<file path="src/rtl/stop_it_rounds.sv">
// stop_it_rounds: Stop-It reaction-game controller with tick-enabled timing,
// selectable count direction, LED progress register and a lives limit.
module stop_it_rounds #(
    parameter int                 NUM_LEDS    = 16,
    parameter int                 COUNT_W     = 5,
    parameter int                 START_TICKS = 8,
    parameter int                 SHOW_TICKS  = 16,
    parameter int                 MAX_MISSES  = 3,
    parameter logic [COUNT_W-1:0] LFSR_TAPS   = 5'h14,
    parameter logic [COUNT_W-1:0] LFSR_SEED   = 5'h01
) (
    input  logic                clk_i,
    input  logic                rst_i,
    input  logic                tick_i,
    input  logic                go_i,
    input  logic                stop_i,
    input  logic                load_i,
    input  logic                mode_i,
    input  logic [NUM_LEDS-1:0] switches_i,
    output logic [NUM_LEDS-1:0] leds_o,
    output logic [COUNT_W-1:0]  count_o,
    output logic [COUNT_W-1:0]  target_o,
    output logic                count_en_o,
    output logic                target_en_o,
    output logic [3:0]          misses_o,
    output logic [2:0]          state_o,
    output logic                won_o,
    output logic                lost_o
);

    localparam int MAXT = (START_TICKS > SHOW_TICKS) ? START_TICKS : SHOW_TICKS;
    localparam int TW   = (MAXT < 2) ? 1 : $clog2(MAXT);

    typedef enum logic [2:0] {
        S_IDLE     = 3'd0,
        S_STARTING = 3'd1,
        S_COUNTING = 3'd2,
        S_CORRECT  = 3'd3,
        S_WRONG    = 3'd4,
        S_WON      = 3'd5,
        S_LOST     = 3'd6
    } state_t;

    state_t              r_state, w_next;
    logic [COUNT_W-1:0]  r_count, r_target, r_lfsr, w_lfsr_next;
    logic [TW-1:0]       r_timer;
    logic [NUM_LEDS-1:0] r_leds, w_leds_shl, w_leds_shr;
    logic [3:0]          r_misses, w_misses_inc;
    logic                r_mode;
    logic                w_start_done, w_show_done;

    // Phase ends only on a tick so durations are counted in ticks, not clocks.
    assign w_start_done = tick_i && (r_timer == TW'(START_TICKS - 1));
    assign w_show_done  = tick_i && (r_timer == TW'(SHOW_TICKS - 1));
    assign w_leds_shl   = {r_leds[NUM_LEDS-2:0], 1'b1};
    assign w_leds_shr   = {1'b0, r_leds[NUM_LEDS-1:1]};
    assign w_misses_inc = r_misses + 4'd1;
    assign w_lfsr_next  = {1'b0, r_lfsr[COUNT_W-1:1]} ^ (r_lfsr[0] ? LFSR_TAPS : '0);

    assign count_o  = r_count;
    assign target_o = r_target;
    assign misses_o = r_misses;
    assign state_o  = r_state;

    // State register.
    always_ff @(posedge clk_i) begin
        if (rst_i) r_state <= S_IDLE;
        else       r_state <= w_next;
    end

    // Next-state decode plus display enables, flags and the WON blink.
    always_comb begin
        w_next      = r_state;
        count_en_o  = 1'b1;
        target_en_o = 1'b0;
        won_o       = 1'b0;
        lost_o      = 1'b0;
        leds_o      = r_leds;
        case (r_state)
            S_IDLE: begin
                if (go_i) w_next = S_STARTING;
            end
            S_STARTING: begin
                if (w_start_done) w_next = S_COUNTING;
            end
            S_COUNTING: begin
                target_en_o = 1'b1;
                if (stop_i) w_next = (r_count == r_target) ? S_CORRECT : S_WRONG;
            end
            S_CORRECT: begin
                count_en_o  = ~r_timer[0];
                target_en_o = ~r_timer[0];
                if (w_show_done) w_next = (&w_leds_shl) ? S_WON : S_IDLE;
            end
            S_WRONG: begin
                count_en_o  = ~r_timer[0];
                target_en_o = r_timer[0];
                if (w_show_done)
                    w_next = (w_misses_inc == 4'(MAX_MISSES)) ? S_LOST : S_IDLE;
            end
            S_WON: begin
                target_en_o = 1'b1;
                won_o       = 1'b1;
                leds_o      = r_timer[0] ? '0 : '1;
                if (go_i) w_next = S_IDLE;
            end
            S_LOST: begin
                target_en_o = 1'b1;
                lost_o      = 1'b1;
                leds_o      = '0;
                if (go_i) w_next = S_IDLE;
            end
            default: w_next = S_IDLE;
        endcase
    end

    // Datapath: timer, LFSR, counter, target, LEDs and miss tally.
    always_ff @(posedge clk_i) begin
        if (rst_i) begin
            r_timer  <= '0;
            r_lfsr   <= LFSR_SEED;
            r_count  <= '0;
            r_target <= '0;
            r_leds   <= '0;
            r_misses <= '0;
            r_mode   <= 1'b0;
        end else begin
            if (w_next != r_state) r_timer <= '0;
            else if (tick_i)       r_timer <= r_timer + TW'(1);
            case (r_state)
                S_IDLE: begin
                    r_lfsr <= w_lfsr_next;
                    if (load_i) begin
                        r_leds   <= switches_i;
                        r_misses <= '0;
                    end
                    if (go_i) begin
                        r_target <= r_lfsr;
                        r_mode   <= mode_i;
                        r_count  <= mode_i ? '0 : '1;
                    end
                end
                S_COUNTING: begin
                    // A stop freezes the compared value even on a tick cycle.
                    if (!stop_i && tick_i)
                        r_count <= r_mode ? r_count + COUNT_W'(1) : r_count - COUNT_W'(1);
                end
                S_CORRECT: begin
                    if (w_show_done) r_leds <= w_leds_shl;
                end
                S_WRONG: begin
                    if (w_show_done) begin
                        r_misses <= w_misses_inc;
                        r_leds   <= w_leds_shr;
                    end
                end
                S_WON, S_LOST: begin
                    if (go_i) begin
                        r_leds   <= '0;
                        r_misses <= '0;
                    end
                end
                default: ;
            endcase
        end
    end

endmodule
</file>
<file path="config.mk">
export PLATFORM = sky130hd
export DESIGN_NAME = stop_it_rounds
export DESIGN_NICKNAME = d
export VERILOG_FILES = /design/src/rtl/stop_it_rounds.sv
export SDC_FILE = /design/constraint.sdc
export NUM_CORES = 1
export LEC_CHECK = 0
export BUFFER_PORTS_ARGS = -buffer_cell sky130_fd_sc_hd__buf_2
export CELL_PAD_IN_SITES_DETAIL_PLACEMENT = 0
export CELL_PAD_IN_SITES_GLOBAL_PLACEMENT = 1
export CORE_ASPECT_RATIO = 2
export CORE_MARGIN = 4
export CORE_UTILIZATION = 40
export CTS_CLUSTER_SIZE = 12
export DETAILED_ROUTE_END_ITERATION = 16
export GPL_TIMING_DRIVEN = 0
export PLACE_DENSITY = 0.85
export SLEW_MARGIN = 10
export SYNTH_ARGS = -nofsm -noshare
export SYNTH_HDL_FRONTEND = slang
export SYNTH_SLANG_ARGS = --single-unit
</file>
<file path="constraint.sdc">
create_clock -name clk_i -period 2.9 [get_ports clk_i]
set_clock_uncertainty 0.2 [all_clocks]
set_input_delay 0.29 -clock clk_i [delete_from_list [all_inputs] [get_ports clk_i]]
set_output_delay 0.29 -clock clk_i [all_outputs]
set_load 0.02 [all_outputs]
</file>
==> results.txt <==
The run finished with clean final reports. The endpoint identified for the worst register-to-register timing path is r_timer[1]. Summed over all layers, the global routing overflow is 0. The number of different library cells used by synthesis comes to 57. The post-route met1 wirelength came out at ~3200 um.

The synthesized area per cell is 8.022 sq um. The peak ir drop on the vdd network came out at 443.4 uV. For hold timing, the worst endpoint is r_mode.

The final critical path time including I/O delays and setup came out at 2.735 ns. The area of the core is just over 7000 sq um. The clock reaches the later pin of the worst-skew pair after 0.29 ns. The count of clock tree sinks is 43. The startpoint of the worst-slack reg-to-reg timing path is misses_o[0]. The die width came out at 68.67 um.

The HPWL after detailed placement came out at approximately 7000 um. In this run, synthesis produced a sequential element count of between 40 and 50. The number of top-level pins came out at 60. The signal arrival time at the worst endpoint is 2.25 ns.

Max-cap violations in this run came to 0. The sum of negative setup slack is 0 ns. The largest net degree at the start of global routing came out at 13.

The CTS H-tree depth is 2. The antenna diode count is 0. The required time at the endpoint of the critical path came out at approximately 2.4 ns. The post-CTS setup-driven buffer insertion count is 0. The total power is 0.001511 W. The clock-pin transition on the worst setup and hold timing paths is ~0.060 ns.

The analysis attributes to cell leakage a power of 1.618 nW. In the final design database the tool counted 462 nets. The amount of wire on met3 after detailed routing is approximately 460 um. The detailed router's first-iteration violation count is roughly 120. The sequential cell area is between 800 and 900 sq um.

For this run, the detailed router's first-pass iteration total came to 4. The floorplan die height came out at 129.3 um. The area of the die came out at 8880 sq um. The number of filler cells placed in the layout is 746.

The proportion of register bits with asynchronous set or reset after synthesis came out at 0%. The startpoint of the lowest-slack hold path is mode_i. The post-CTS resize count came out at 0.

The routed wire length per instance is 16.78 um. In the synthesized netlist the dominant register cell turns out to be sky130_fd_sc_hd__dfxtp_1. The weighted congestion reported at the end of routability-driven placement is 0.8669.

The slew at the pin closest to its max-slew limit is 0.6468 ns. The hold-critical path depth is 3. The total length of routed met2 wires came out at 4880 um. For this run, the register share of the synthesized area comes to between 20% and 30%. Input and output buffers added on the ports amount to 58.

Yosys printed 0 warnings. Setup repair after global routing left no endpoint under its margin. The remaining max-slew budget at the tightest pin is between 50% and 60%. The max-slew violation count came to 0.

For this block, the via count after detailed routing is 2978. The overall routed net length is 8810 um. Compared with the post-synthesis result, the final layout area differs by 18.44%.

The path type of the worst setup path is reg -> out. The number of antenna violations at the first check in global routing came out at 0. The area of combinational cells with multiple inputs is 1813 sq um. TritonCTS built the clock tree. The effective utilization at floorplan came out at 40.82%. The maximum clock insertion buffer count came out at 2. The final antenna-violating net count came out at 0. The detailed-route DRC error count is 0. The highest layer touched by signal routing is met4. Dividing the detail-routed via count by the number of cells gives 5.672. The site row count came out at 44.

The synthesized area is 2944 sq um. The global routing usage summed across all routing layers came out at 21.02%. The final critical-path share of the clock period came out at a little over nine tenths. In this run the clock root is driven by a sky130_fd_sc_hd__clkbuf_16.

The cell with the biggest individual delay on the critical path is sky130_fd_sc_hd__dfxtp_1. The share of post-route cells with drive strength above 1 came out at 23.09%. Setup violations remaining at the end of the flow were counted as 0.

TritonCTS created 5 clock buffers. The count of non-filler cells in the finished layout came out at about 530. Once placement completed, the tool counted placed cells totaling 517. STA classifies the critical path endpoint as a primary output. In this run the power density over the cells is about 430 nW/um^2. The critical path goes through clkbuf_8 -> clkbuf_8 -> nand3b_1 -> nor2_1 -> clkbuf_1 -> a21o_1 -> buf_2. The path category of the worst min-delay check is in -> reg. After technology mapping, the gate count stands at 367. The upper clock frequency limit came out at 0.3656 GHz. The number of flops mapped to enable cells by yosys is 0. The most repeated library cell on the critical path is sky130_fd_sc_hd__clkbuf_8. The worst setup path is launched from a register.

The depth of the worst register-to-register path is 7. The wire length of the first global-routing pass came out at 14150 um. Of all nets on the critical path, the largest fanout is 10. The number of global-route vias before repair is a little over 3000. The total nets after synthesis is 397. The register-to-register setup slack came out at approximately 0.25 ns. The quantity of hold-fixing buffers added after cts is 0. The longest individual stage delay on the worst path came out at 0.40 ns. The number of endpoints with negative hold slack in the final report is 0.
==> report_power, final <==
| part | switching, W | internal [W] | total [W] | leakage (nW) |
|---|---|---|---|---|
| clock network | 0.000226 | 0.000318 | 0.000544 | 0.0679 |
| logic | 0.000169 | 0.000125 | 0.000295 | 1.20 |
| registers | 0.0000466 | 0.000626 | 0.000672 | 0.352 |
==> worst max-delay path, delay by kind of cell (launching register included) <==
family / cells / cell delay [ns]
and+or+nand+nor: 2 / 0.49
AOI/OAI and AO/OA: 1 / 0.13
buffers and inverters: 4 / 0.94
DFF: 1 / 0.40
==> placed cells by master, fill, tap and decap left out, types with 8 or more instances in the layout <==
master / instances
sky130_fd_sc_hd__a21o_1: 18
sky130_fd_sc_hd__a21oi_1: 39
sky130_fd_sc_hd__a221oi_1: 14
sky130_fd_sc_hd__a311o_1: 12
sky130_fd_sc_hd__buf_2: 63
sky130_fd_sc_hd__clkbuf_1: 8
sky130_fd_sc_hd__clkbuf_8: 11
sky130_fd_sc_hd__dfxtp_1: 43
sky130_fd_sc_hd__nand2_1: 78
sky130_fd_sc_hd__nor2_1: 19
sky130_fd_sc_hd__nor3_1: 8
sky130_fd_sc_hd__xor2_1: 8
==> logic make-up after synthesis <==
family / count (synthesis) / synth area share (%)
and+or+nand+nor: 146 / 23.76
AOI/OAI and AO/OA: 114 / 27.16
DFF: 43 / 29.24
buffers and inverters: 34 / 9.180
xor gates and xnor gates: 14 / 4.165
muxes: 9 / 3.272
adders and majority gates: 7 / 3.230
==> area by class of cell <==
cell class / instances / share of cell area, %
Clock buffer: 7 / 3.803
Tap cell: 92 / 3.301
Buffer: 26 / 6.889
Multi-Input combinational cell: 290 / 51.99
Clock inverter: 1 / 0.1435
Inverter: 8 / 0.8611
Timing Repair Buffer: 58 / 8.324
Sequential cell: 43 / 24.69
==> synthesized netlist by cell type (3+ instances only) <==
cell                       number  area share, %
sky130_fd_sc_hd__a21oi_1       39            6.6
sky130_fd_sc_hd__nor4_1         3           0.64
sky130_fd_sc_hd__nand2_1       78            9.9
sky130_fd_sc_hd__inv_1          7           0.89
sky130_fd_sc_hd__nor2_1        19            2.4
sky130_fd_sc_hd__a221oi_1      14            4.2
sky130_fd_sc_hd__clkbuf_8      11            5.1
sky130_fd_sc_hd__a21o_1        18            4.6
sky130_fd_sc_hd__o21ai_0        7            1.2
sky130_fd_sc_hd__nand3_1        6            1.0
sky130_fd_sc_hd__a311o_1       12            4.1
sky130_fd_sc_hd__buf_2          5           0.85
sky130_fd_sc_hd__xnor2_1        6            1.8
sky130_fd_sc_hd__dfxtp_1       43             29
sky130_fd_sc_hd__buf_6          3            1.1
sky130_fd_sc_hd__xor2_1         8            2.4
sky130_fd_sc_hd__clkbuf_1       6           0.76
sky130_fd_sc_hd__nor3_1         8            1.4
sky130_fd_sc_hd__mux2i_1        6            2.0
sky130_fd_sc_hd__a31oi_1        4           0.85
sky130_fd_sc_hd__and2_1         5            1.1
sky130_fd_sc_hd__ha_1           6            2.5
sky130_fd_sc_hd__nand4_1        5            1.1
sky130_fd_sc_hd__a211oi_1       5            1.3
sky130_fd_sc_hd__nor2b_1        3           0.64
==> metal layers <==
layer | up-vias | GRT usage (%)
li1 | 1467 | -
met1 | 1387 | 19.44
met2 | 106 | 40.51
met3 | 18 | 3.729
met4 | 0 | 11.25
met5 | - | 0
==> sequential cells by signal (all words and copies together), names as in the netlist <==
signal and flops:
r_mode 1, target_o 5, count_o 5, r_leds 16, r_timer 4, r_lfsr 5
misses_o 4, state_o 3
==> how the worst max path moves through the flow <==
stage                      from    endpoint  depth (start not counted)
finish               state_o[0]  leds_o[14]                          7
global route         state_o[0]  leds_o[14]                          7
CTS                  state_o[0]  leds_o[14]                          7
detailed placement  misses_o[0]  r_timer[0]                          7
global placement    misses_o[0]  r_timer[1]                          7
floorplan           misses_o[1]  r_timer[0]                          7
==> metrics by stage <==
stage	setup slack [ns]	hold WS, ns	util [%]	instance area (sq um)
final	0.1645	0.06941	48.35	3487
after detailed placement	0.2481	0.2781	46.44	3349
after CTS	0.1766	0.06497	48.35	3487
after global placement	0.2744	0.2694	46.44	3349
after global routing	0.04974	0.08419	48.35	3487
after floorplan	0.4496	0.2260	-	2944
Power figures use the tool's default switching activity.
